--- config.mk ---
export PLATFORM = sky130hd
export DESIGN_NAME = barrel_shift_pipe
export DESIGN_NICKNAME = d
export VERILOG_FILES = /design/src/rtl/barrel_pkg.sv /design/src/rtl/barrel_shifter_logical.sv /design/src/rtl/barrel_shift_pipe.sv
export SDC_FILE = /design/constraint.sdc
export NUM_CORES = 1
export LEC_CHECK = 0
export CORE_ASPECT_RATIO = 1.1
export CORE_MARGIN = 4
export CORE_UTILIZATION = 40
export DETAILED_ROUTE_END_ITERATION = 16
export HOLD_SLACK_MARGIN = 0.06
export PLACE_DENSITY = 0.61
export RECOVER_POWER = 100
export SYNTH_ARGS = -nofsm -noshare
export SYNTH_HDL_FRONTEND = slang
export SYNTH_HIERARCHICAL = 1
export SYNTH_SLANG_ARGS = --single-unit
--- constraint.sdc ---
create_clock -name clk -period 5.5 [get_ports clk]
set_input_delay 1.1 -clock clk [delete_from_list [all_inputs] [get_ports clk]]
set_output_delay 1.1 -clock clk [all_outputs]
set_load 0.005 [all_outputs]
--- src/rtl/barrel_pkg.sv ---
// Shared constants and helpers for the pipelined logical barrel shifter.
package barrel_pkg;

  localparam int unsigned DEFAULT_N = 8;

  localparam logic DIR_LEFT  = 1'b0;
  localparam logic DIR_RIGHT = 1'b1;

  // Bits needed to encode a shift amount for an n-bit word.
  function automatic int unsigned sh_width(input int unsigned n);
    return $clog2(n);
  endfunction

endpackage

--- src/rtl/barrel_shifter_logical.sv ---
// Combinational logical shifter: zero-fill, shifted-out bits are lost.
module barrel_shifter_logical
  import barrel_pkg::*;
#(
  parameter int unsigned N = DEFAULT_N
) (
  input  logic [N-1:0]             din,
  input  logic [sh_width(N)-1:0]   sh_amt,
  input  logic                     dir,
  output logic [N-1:0]             dout
);

  always_comb begin
    dout = din << sh_amt;
    if (dir == DIR_RIGHT) begin
      dout = din >> sh_amt;
    end
  end

endmodule

--- src/rtl/barrel_shift_pipe.sv ---
// Command FIFO feeding a logical barrel shifter, with a valid/ready result
// register and a count of consumed results.
module barrel_shift_pipe
  import barrel_pkg::*;
#(
  parameter int unsigned N     = DEFAULT_N,
  parameter int unsigned DEPTH = 4
) (
  input  logic                     clk,
  input  logic                     rst,
  input  logic                     in_valid,
  output logic                     in_ready,
  input  logic [N-1:0]             in_din,
  input  logic [sh_width(N)-1:0]   in_sh_amt,
  input  logic                     in_dir,
  output logic                     out_valid,
  input  logic                     out_ready,
  output logic [N-1:0]             out_dout,
  output logic [sh_width(N)-1:0]   out_sh_amt,
  output logic                     out_dir,
  output logic [$clog2(DEPTH):0]   fifo_cnt,
  output logic [15:0]              done_cnt
);

  localparam int unsigned SW = sh_width(N);
  localparam int unsigned PW = $clog2(DEPTH);
  localparam int unsigned CW = PW + 1;

  logic [N-1:0]  mem_din_q [DEPTH];
  logic [SW-1:0] mem_amt_q [DEPTH];
  logic          mem_dir_q [DEPTH];

  logic [PW-1:0] wr_ptr_q, wr_ptr_d;
  logic [PW-1:0] rd_ptr_q, rd_ptr_d;
  logic [CW-1:0] cnt_q, cnt_d;
  logic          out_valid_q, out_valid_d;
  logic [N-1:0]  out_dout_q, out_dout_d;
  logic [SW-1:0] out_amt_q, out_amt_d;
  logic          out_dir_q, out_dir_d;
  logic [15:0]   done_q, done_d;

  logic          push, pop, consume, fifo_empty;
  logic [N-1:0]  head_din;
  logic [SW-1:0] head_amt;
  logic          head_dir;
  logic [N-1:0]  shift_res;

  assign fifo_empty = (cnt_q == CW'(0));
  assign in_ready   = (cnt_q != CW'(DEPTH));
  assign push       = in_valid && in_ready;
  assign pop        = !fifo_empty && (!out_valid_q || out_ready);
  assign consume    = out_valid_q && out_ready;

  assign head_din = mem_din_q[rd_ptr_q];
  assign head_amt = mem_amt_q[rd_ptr_q];
  assign head_dir = mem_dir_q[rd_ptr_q];

  barrel_shifter_logical #(.N(N)) u_shifter (
    .din    (head_din),
    .sh_amt (head_amt),
    .dir    (head_dir),
    .dout   (shift_res)
  );

  // Storage carries no reset; occupancy and pointers define validity.
  always_ff @(posedge clk) begin
    if (push) begin
      mem_din_q[wr_ptr_q] <= in_din;
      mem_amt_q[wr_ptr_q] <= in_sh_amt;
      mem_dir_q[wr_ptr_q] <= in_dir;
    end
  end

  always_comb begin
    wr_ptr_d    = wr_ptr_q;
    rd_ptr_d    = rd_ptr_q;
    cnt_d       = cnt_q;
    out_valid_d = out_valid_q;
    out_dout_d  = out_dout_q;
    out_amt_d   = out_amt_q;
    out_dir_d   = out_dir_q;
    done_d      = done_q;

    if (push) begin
      wr_ptr_d = wr_ptr_q + PW'(1);
    end
    if (pop) begin
      rd_ptr_d = rd_ptr_q + PW'(1);
    end
    case ({push, pop})
      2'b10:   cnt_d = cnt_q + CW'(1);
      2'b01:   cnt_d = cnt_q - CW'(1);
      default: cnt_d = cnt_q;
    endcase

    // A pop on the consume edge reloads the register without a bubble.
    if (pop) begin
      out_valid_d = 1'b1;
      out_dout_d  = shift_res;
      out_amt_d   = head_amt;
      out_dir_d   = head_dir;
    end else if (consume) begin
      out_valid_d = 1'b0;
    end

    if (consume) begin
      done_d = done_q + 16'd1;
    end
  end

  always_ff @(posedge clk or posedge rst) begin
    if (rst) begin
      wr_ptr_q    <= '0;
      rd_ptr_q    <= '0;
      cnt_q       <= '0;
      out_valid_q <= 1'b0;
      out_dout_q  <= '0;
      out_amt_q   <= '0;
      out_dir_q   <= 1'b0;
      done_q      <= '0;
    end else begin
      wr_ptr_q    <= wr_ptr_d;
      rd_ptr_q    <= rd_ptr_d;
      cnt_q       <= cnt_d;
      out_valid_q <= out_valid_d;
      out_dout_q  <= out_dout_d;
      out_amt_q   <= out_amt_d;
      out_dir_q   <= out_dir_d;
      done_q      <= done_d;
    end
  end

  assign out_valid  = out_valid_q;
  assign out_dout   = out_dout_q;
  assign out_sh_amt = out_amt_q;
  assign out_dir    = out_dir_q;
  assign fifo_cnt   = cnt_q;
  assign done_cnt   = done_q;

endmodule

==> results_dict.tcl, run 1 <==
set metrics [dict create \
    wl_um 7230 \
    cts_setup_buffers 0 \
    relSlewSlack_pct -27.3 \
    synth_nets 288 \
    p_switching_mw 0.918 \
    p_per_area_nw_per_um2 563 \
    grt_overflow_total 0 \
    skew_ns 0.0143 \
    setup-violations-final 0 \
    portBuffers 48 \
    clkPwrFrac_pct 19.7 \
    startpoint_type "primary input" \
    p_comb_share_pct 42.6 \
    fin_area_um2 4670 \
    ys_types 48 \
    root_buffer "clkbuf_8" \
    synthArstFlopShare_pct 42.9 \
    ctsHoldBuffers 0 \
    post-route-period-util_pct 68.3 \
    period_needed_ns 3.75 \
    cts_buffers 9 \
    synth_fa_ha_area_share_pct 2.44 \
    drt_first_pass_iters 4 \
    die_x_um 102 \
    internal_power_mw 1.71 \
    violations "max-capacitance violations, max-slew violations" \
    cts_resized 0 \
    drt-initial-drc-count 116 \
    maxCapViolCount 1 \
    rsz0062_at_grt "no" \
    synth_top_area_cell "edfxtp_1" \
    fmax_mhz 266 \
    synth_xor_area_share_pct 4.73 \
    end_kind "register" \
    syn_area_um2 3890 \
    setup_tns_ns 0 \
    seqCellArea_um2 2340 \
    synth_area_leaders "edfxtp_1 (37%), dfrtp_1 (23%), mux4_2 (8.1%), mux2_2 (4.1%), xnor2_1 (2.9%)" \
    pin_count 49 \
    chipHeight_um 111 \
    placementRows 37 \
    synth_top_area_share_pct 37.0 \
    critical_path_required_ns 5.78 \
    grt_antenna_before_repair 0 \
    ir_worst_vdd_uv 264 \
    multi_input_area_um2 1410 \
    tightest_slew_ns 1.91 \
    critPathKind "primary input to register" \
    antenna_left 0 \
    slew_violations 37 \
    syn_inst 265 \
    hold_viol 0 \
    area_growth_pct 20.0 \
    synth_top_family_by_area "multiplexers" \
    dp_hpwl_um 5060 \
    n_fill_cell 838 \
    ys_warn_count 6 \
    synth_edf_count 48 \
    final_nets 337 \
    drc 0 \
    cts-htree-levels 3 \
    yosys.area_share.simple_pct 9.35 \
    clock_latency_ns 0.35 \
    drive_gt1_share_pct 14.4 \
    synthFlopType "edfxtp_1" \
    core-area_um2 9440 \
    hold_path.class "register to register" \
    yosysSeqAreaShare_pct 60.2 \
    grt_pass1_vias 2209 \
    ys_seq_elements 84 \
    cp_max_fo 15 \
    path_clk_slew_ns 0.10 \
    status "complete, but fails checks" \
    die-area_um2 11400 \
    cts.sinks 84 \
    pwr-share-seq_pct 37.7 \
    grt_max_degree 37 \
    syn_avg_cell_area_um2 14.7 \
    antenna_cells 0 \
    tritoncts "yes" \
    gr-usage-all-layers_pct 13.5 \
    num_vias 2285 \
    start_util_pct 41.2 \
    synth_compound_area_share_pct 3.89 \
    synth_mux_area_share_pct 16.5 \
    wire_per_inst_um 16.6 \
    cts.path.max_buffers 2 \
    gp_congestion 0.766 \
    worst-endpoint-arrival_ns 4.04 \
    p_leak_nw 1.84 \
    netSwitchingFraction_pct 34.9 \
    placed_cell_area_um2 4450 \
    vias_per_cell 5.24 \
    grt_pass1_wl_um 11800 \
]
[final timing paths]
kind	depth (start not counted)	end	startpoint	slack (ns)
max reg2reg	6	out_dout[4]	rd_ptr_q[0]	2.39
min	1	done_cnt[15]	done_cnt[15]	0.47
min in group asynchronous	3	done_cnt[3]	rst	1.88
max in group asynchronous	3	out_sh_amt[0]	rst	2.53
min reg2reg	1	done_cnt[15]	done_cnt[15]	0.47
max	9	fifo_cnt[2]	out_ready	1.75
[synth_stat cells (6+ instances only)]
| cell | count |
|---|---|
| xor2_1 | 8 |
| mux2i_1 | 9 |
| inv_1 | 11 |
| mux2_2 | 14 |
| nor2_1 | 12 |
| mux4_2 | 14 |
| xnor2_1 | 13 |
| edfxtp_1 | 48 |
| and3_1 | 6 |
| nand2_1 | 17 |
| dfrtp_1 | 36 |
| ha_1 | 6 |
[stage by stage]
step	setup slack, ns	utilization [%]	total power [mW]	hold slack, ns	std cells
floorplan	2.83	-	1.84	0.468	265
global placement	1.89	47.2	2.18	0.461	420
detailed placement	1.85	47.2	2.20	0.465	420
CTS	2.23	49.7	2.72	0.479	436
global route	1.49	49.5	2.83	0.505	436
finish	1.75	49.5	2.63	0.473	436
[cell usage in the layout (no fill, tap or decap), types with 6 or more instances in the layout]
| cell type | synthesis | final |
|---|---|---|
| nor2_1 | 12 | 14 |
| edfxtp_1 | 48 | 48 |
| dlygate4sd3_1 | 0 | 48 |
| mux4_2 | 14 | 14 |
| nand2_1 | 17 | 17 |
| clkbuf_8 | 0 | 10 |
| inv_1 | 11 | 11 |
| xor2_1 | 8 | 8 |
| mux2_2 | 14 | 14 |
| mux2i_1 | 9 | 9 |
| ha_1 | 6 | 6 |
| dfrtp_1 | 36 | 36 |
| and3_1 | 6 | 6 |
| xnor2_1 | 13 | 13 |
[final cells by class]
cell class | count | share of cell area (%)
clock buffers | 12 | 4.02
clock inverters | 4 | 1.21
inverters | 11 | 0.884
multi-input cells | 159 | 30.3
flip-flops and latches | 84 | 50.1
well taps | 117 | 3.13
repair buffers | 49 | 10.4
[critical path: stages]
cell and delay, ns:
dlygate4sd3_1 0.61, inv_1 0.06, a21oi_1 1.04, ha_1 0.36, inv_1 0.07, fa_1 0.38
xor2_1 0.17, nor2_1 0.11, xor2_1 0.14
[sequential cells by signal, summed over array words and instances, names as in the netlist]
name and cells:
mem_dir_q 4, out_sh_amt 3, mem_amt_q 12, fifo_cnt 3
mem_din_q 32, wr_ptr_q 2, out_dout 8, out_valid 1
done_cnt 16, rd_ptr_q 2, out_dir 1
[power by group through the flow]
stage               Sequential (mW)  Clock (mW)  Combinational (mW)
finish                        0.993       0.517                1.12
global route                   1.02       0.553                1.25
CTS                            1.01       0.531                1.18
detailed placement             1.02           0                1.18
global placement               1.01           0                1.17
floorplan                     0.947           0               0.892
[metal layers]
metal  wire [um]  GRT usage [%]  vias up
met2        3700           21.7       42
li1            -              -     1084
met1        3120           17.8     1153
met5           0              0        -
met4          91           5.07        0
met3         319           3.13        6
[logic make-up after synthesis]
group	after synthesis
simple gates	68
buf+inv	22
compound gates	22
fa+ha+maj	7
xor+xnor	21
mux	41
flops	84
(Power assumes the default switching activity.)
==> inputs of run 2 (changes only) <==
==> constraint.sdc (replaced) <==
create_clock -name clk -period 3.5 [get_ports clk]
set_input_delay 0.7 -clock clk [delete_from_list [all_inputs] [get_ports clk]]
set_output_delay 0.7 -clock clk [all_outputs]
set_load 0.005 [all_outputs]
==> results_dict.tcl, run 2 (synthesized netlist as in run 1, its figures left out) <==
set metrics [dict create \
    portBuffers 48 \
    hold_path.class "register to register" \
    fin_cells 439 \
    grt_pass1_wl_um 12000 \
    cts_buffers 9 \
    cts_setup_buffers 0 \
    dp_cells 423 \
    num_vias 2260 \
    gp_congestion 0.811 \
    hp-start "done_cnt[15]" \
    gr-usage-all-layers_pct 13.7 \
    pin_count 49 \
    n_fill_cell 853 \
    dp_hpwl_um 5090 \
    end_kind "register" \
    final_nets 340 \
    antenna_cells 0 \
    hold_viol 0 \
    vias_per_cell 5.15 \
    placed_cell_area_um2 4480 \
    setup_tns_ns 0 \
    regToRegSetupSlack_ns 0.81 \
    core-area_um2 9440 \
    use_met2_pct 20.8 \
    fmax_mhz 372 \
    slew_violations 37 \
    start_util_pct 41.2 \
    path_clk_slew_ns 0.08 \
    cts_resized 0 \
    worstReg2RegStart "rd_ptr_q[0]" \
    gr-usage-met1_pct 18.8 \
    grt-busiest-layer "met2" \
    whs_ns 0.467 \
    grt_max_degree 37 \
    largest_reg_flops 32 \
    cts-htree-levels 3 \
    post-route-period-util_pct 76.7 \
    die-area_um2 11400 \
    multi_input_area_um2 1420 \
    clock_latency_ns 0.36 \
    met3_usage_pct 3.57 \
    worst-endpoint-arrival_ns 2.93 \
    area_growth_pct 19.9 \
    startpoint_type "register" \
    rr_worst_depth 7 \
    maxCapViolCount 1 \
    relSlewSlack_pct -28.0 \
    tightest_slew_ns 1.92 \
    p_leak_nw 1.83 \
    setup-violations-final 0 \
    critical_path_required_ns 3.75 \
    rsz0062_at_grt "no" \
    chipHeight_um 111 \
    period_needed_ns 2.69 \
    status "complete, but fails checks" \
    violations "max-capacitance violations, max-slew violations" \
    wire_per_inst_um 16.2 \
    grt_pass1_vias 2267 \
    grt_overflow_total 0 \
    cp_max_fo 8 \
    placementRows 37 \
    cts.sinks 84 \
    antenna_left 0 \
    top_register "mem_din_q" \
    fin_area_um2 4670 \
    critPathKind "register to register" \
    tritoncts "yes" \
    ir_worst_vdd_uv 377 \
    whs_endpoint "done_cnt[15]" \
    final_cell_mix "dlygate4sd3_1 (48), edfxtp_1 (48), dfrtp_1 (36)" \
    drt_first_pass_iters 4 \
    drc 0 \
    wl_um 7110 \
    hold-path-cell-count 1 \
    r2r_end "out_dout[1]" \
    drt-initial-drc-count 80 \
    grt_antenna_before_repair 0 \
    p_per_area_nw_per_um2 875 \
    die_x_um 102 \
    skew_ns 0.0101 \
    seqCellArea_um2 2340 \
    ctsHoldBuffers 0 \
    cts.path.max_buffers 2 \
    drive_gt1_share_pct 15.5 \
    root_buffer "clkbuf_8" \
]
## run 2: stage by stage
stage          total power, mW  setup WS, ns  util (%)
6_report                  4.08         0.814      49.4
5_1_grt                   4.41         0.480      49.4
4_1_cts                   4.21         0.785      49.7
3_5_place_dp              3.46         0.800      47.4
3_3_place_gp              3.43         0.831      47.4
2_1_floorplan             2.89          1.05         -
## run 2: how the worst max path moves through the flow
stage	to	cells after the start	startpoint	slack, ns
after floorplan	out_dout[1]	8	rd_ptr_q[0]	1.05
after global placement	out_dout[1]	7	rd_ptr_q[0]	0.83
after detailed placement	out_dout[1]	7	rd_ptr_q[0]	0.80
after CTS	out_dout[1]	7	rd_ptr_q[0]	0.79
after global routing	rd_ptr_q[1]	3	rst	0.48
final	out_dout[1]	7	rd_ptr_q[0]	0.81
## run 2: per-layer routing
metal	up-vias	routed length, um
met3	6	279
met4	0	80
met1	1125	3160
met5	-	0
met2	39	3590
li1	1090	-
## run 2: cell type report
class                           instances  share of cell area, %
Timing Repair Buffer                   52                   10.8
Sequential cell                        84                   50.2
Tap cell                              117                   3.14
Clock buffer                            9                   2.65
Multi-Input combinational cell        159                   30.4
Inverter                               11                  0.884
Clock inverter                          7                   1.96
## run 2: worst max-delay path, stage by stage (launching register included)
cell and delay (ns):
dfrtp_1 0.58, buf_4 0.28, mux4_2 0.61, mux4_1 0.51
nand2_1 0.08, and3_1 0.14, o21ba_1 0.13, mux2_2 0.25
## run 2: power by group
part	switching [mW]	internal, mW
Combinational	0.894	0.942
Sequential	0.175	1.33
Clock	0.343	0.398
Total	1.41	2.67
==> inputs of run 3 (changes only) <==
--- a/config.mk
+++ b/config.mk
@@ -10,7 +10,7 @@
 export CORE_UTILIZATION = 40
 export DETAILED_ROUTE_END_ITERATION = 16
 export HOLD_SLACK_MARGIN = 0.06
-export PLACE_DENSITY = 0.61
+export PLACE_DENSITY = 0.63
 export RECOVER_POWER = 100
 export SYNTH_ARGS = -nofsm -noshare
 export SYNTH_HDL_FRONTEND = slang
==> constraint.sdc (replaced) <==
create_clock -name clk -period 2.4 [get_ports clk]
set_input_delay 0.48 -clock clk [delete_from_list [all_inputs] [get_ports clk]]
set_output_delay 0.48 -clock clk [all_outputs]
set_load 0.005 [all_outputs]
==> results_dict.tcl, run 3 (synthesized netlist as in run 1, its figures left out) <==
set metrics [dict create \
    start_util_pct 41.2 \
    die-area_um2 11400 \
    gp_congestion 0.859 \
    drt_first_pass_iters 4 \
    core-area_um2 9440 \
    final_nets 367 \
    final_cell_mix "edfxtp_1 (48), dlygate4sd3_1 (47), dfrtp_1 (36)" \
    violations "negative setup slack" \
    tritoncts "yes" \
    regToRegSetupSlack_ns -0.04 \
    final_core_utilization_pct 52.3 \
    power_mw 6.60 \
    clock_latency_ns 0.36 \
    cts-htree-levels 3 \
    dp_hpwl_um 5530 \
    worstReg2RegStart "rd_ptr_q[0]" \
    status "complete, but fails checks" \
    period_needed_ns 2.44 \
    rr_worst_depth 7 \
    vias_per_cell 5.20 \
    grt_overflow_total 0 \
    grt_antenna_before_repair 0 \
    die_x_um 102 \
    gr-usage-all-layers_pct 14.2 \
    placementRows 37 \
    path_clk_slew_ns 0.09 \
    p_comb_share_pct 51.4 \
    ctsHoldBuffers 0 \
    hold-path-cell-count 1 \
    post-place-ws_ns 0.00461 \
    layout_commonest_cell "edfxtp_1" \
    p_leak_nw 1.95 \
    pin_count 49 \
    tightest_slew_ns 0.933 \
    hold_path.class "register to register" \
    hold_viol 0 \
    cts.sinks 84 \
    clkPwrFrac_pct 15.3 \
    portBuffers 48 \
    p_per_area_nw_per_um2 1340 \
    worst-endpoint-arrival_ns 2.69 \
    finalWorstSetupSlack_ns -0.0430 \
    drc 0 \
    cts.path.max_buffers 2 \
    critPathKind "register to register" \
    rsz0062_at_grt "yes" \
    skew_ns 0.0107 \
    relSlewSlack_pct 37.8 \
    pwr-share-seq_pct 33.3 \
    root_buffer "clkbuf_8" \
    cp_max_fo 5 \
    p_switching_mw 2.32 \
    wire_per_inst_um 16.8 \
    fin_area_um2 4940 \
    r2r_end "out_dout[4]" \
    end_kind "register" \
    setup-violations-final 1 \
    drt-initial-drc-count 119 \
    num_vias 2423 \
    internal_power_mw 4.28 \
    ir_worst_vdd_uv 488 \
    fmax_mhz 409 \
    critical_path_required_ns 2.64 \
    startpoint_type "register" \
    antenna_left 0 \
    chipHeight_um 111 \
    grt_max_degree 37 \
    placed_cell_area_um2 4660 \
    grt_pass1_vias 2379 \
    netSwitchingFraction_pct 35.1 \
    maxCapViolCount 0 \
    drive_gt1_share_pct 23.5 \
    hp-start "done_cnt[15]" \
    antenna_cells 0 \
    area_growth_pct 27.0 \
    cts_buffers 9 \
    top_register "mem_din_q" \
    wl_um 7830 \
    largest_reg_flops 32 \
    whs_ns 0.474 \
    whs_endpoint "done_cnt[15]" \
    slew_violations 0 \
    grt_pass1_wl_um 12400 \
    post-route-period-util_pct 102 \
]
==> run 3: power groups by stage <==
stage	Combinational (mW)	Clock [mW]	Sequential (mW)
4_1_cts	3.20	1.03	2.20
6_report	3.39	1.01	2.20
3_5_place_dp	3.18	0	2.23
2_1_floorplan	2.06	0	2.17
5_1_grt	3.69	1.10	2.25
3_3_place_gp	3.15	0	2.21
==> run 3: timing repair <==
action                                  CTS  global route
pin swaps                                 0             2
resized for setup                         0            17
buffers inserted                          1             3
endpoints found under the setup margin    1             8
hold endpoints to repair                  0             0
cloned                                    0             2
==> run 3: worst max-delay path, stage by stage, from the launching register on <==
cell and delay (ns):
dfrtp_1 0.42, buf_6 0.14, mux4_2 0.61, mux2_4 0.36
mux2i_1 0.19, nor2_1 0.06, o31a_1 0.29, mux2_2 0.26
==> run 3: area by class of cell <==
class | count | area [um2]
Clock buffer | 9 | 124
Timing Repair Buffer | 78 | 738
Tap cell | 117 | 146
Fill cell | 830 | 4500
Sequential cell | 84 | 2340
Inverter | 11 | 41.3
Clock inverter | 7 | 75.1
Multi-Input combinational cell | 160 | 1480
==> run 3: metrics by stage <==
step | instances | setup TNS [ns]
after global placement | 444 | 0
after floorplan | 265 | 0
after detailed placement | 444 | 0
final | 466 | -0.0430
after global routing | 466 | -0.391
after CTS | 461 | -0.00280
==> run 3: how the worst max path moves through the flow <==
stage                 from     endpoint  slack [ns]  depth (start not counted)
2_1_floorplan  rd_ptr_q[0]  out_dout[1]       0.008                          8
3_3_place_gp   rd_ptr_q[0]  out_dout[4]        0.03                          7
3_5_place_dp   rd_ptr_q[0]  out_dout[1]       0.005                          7
4_1_cts        rd_ptr_q[0]  out_dout[1]      -0.003                          7
5_1_grt        rd_ptr_q[0]  out_dout[4]       -0.09                          7
6_report       rd_ptr_q[0]  out_dout[4]       -0.04                          7
==> run 3: per-layer routing <==
layer	track usage [%]	part of all wire, %	up-vias
li1	-	-	1146
met1	19.1	45	1216
met2	21.9	50	54
met3	4.32	4.3	7
met4	4.81	1.2	0
met5	0	0	-
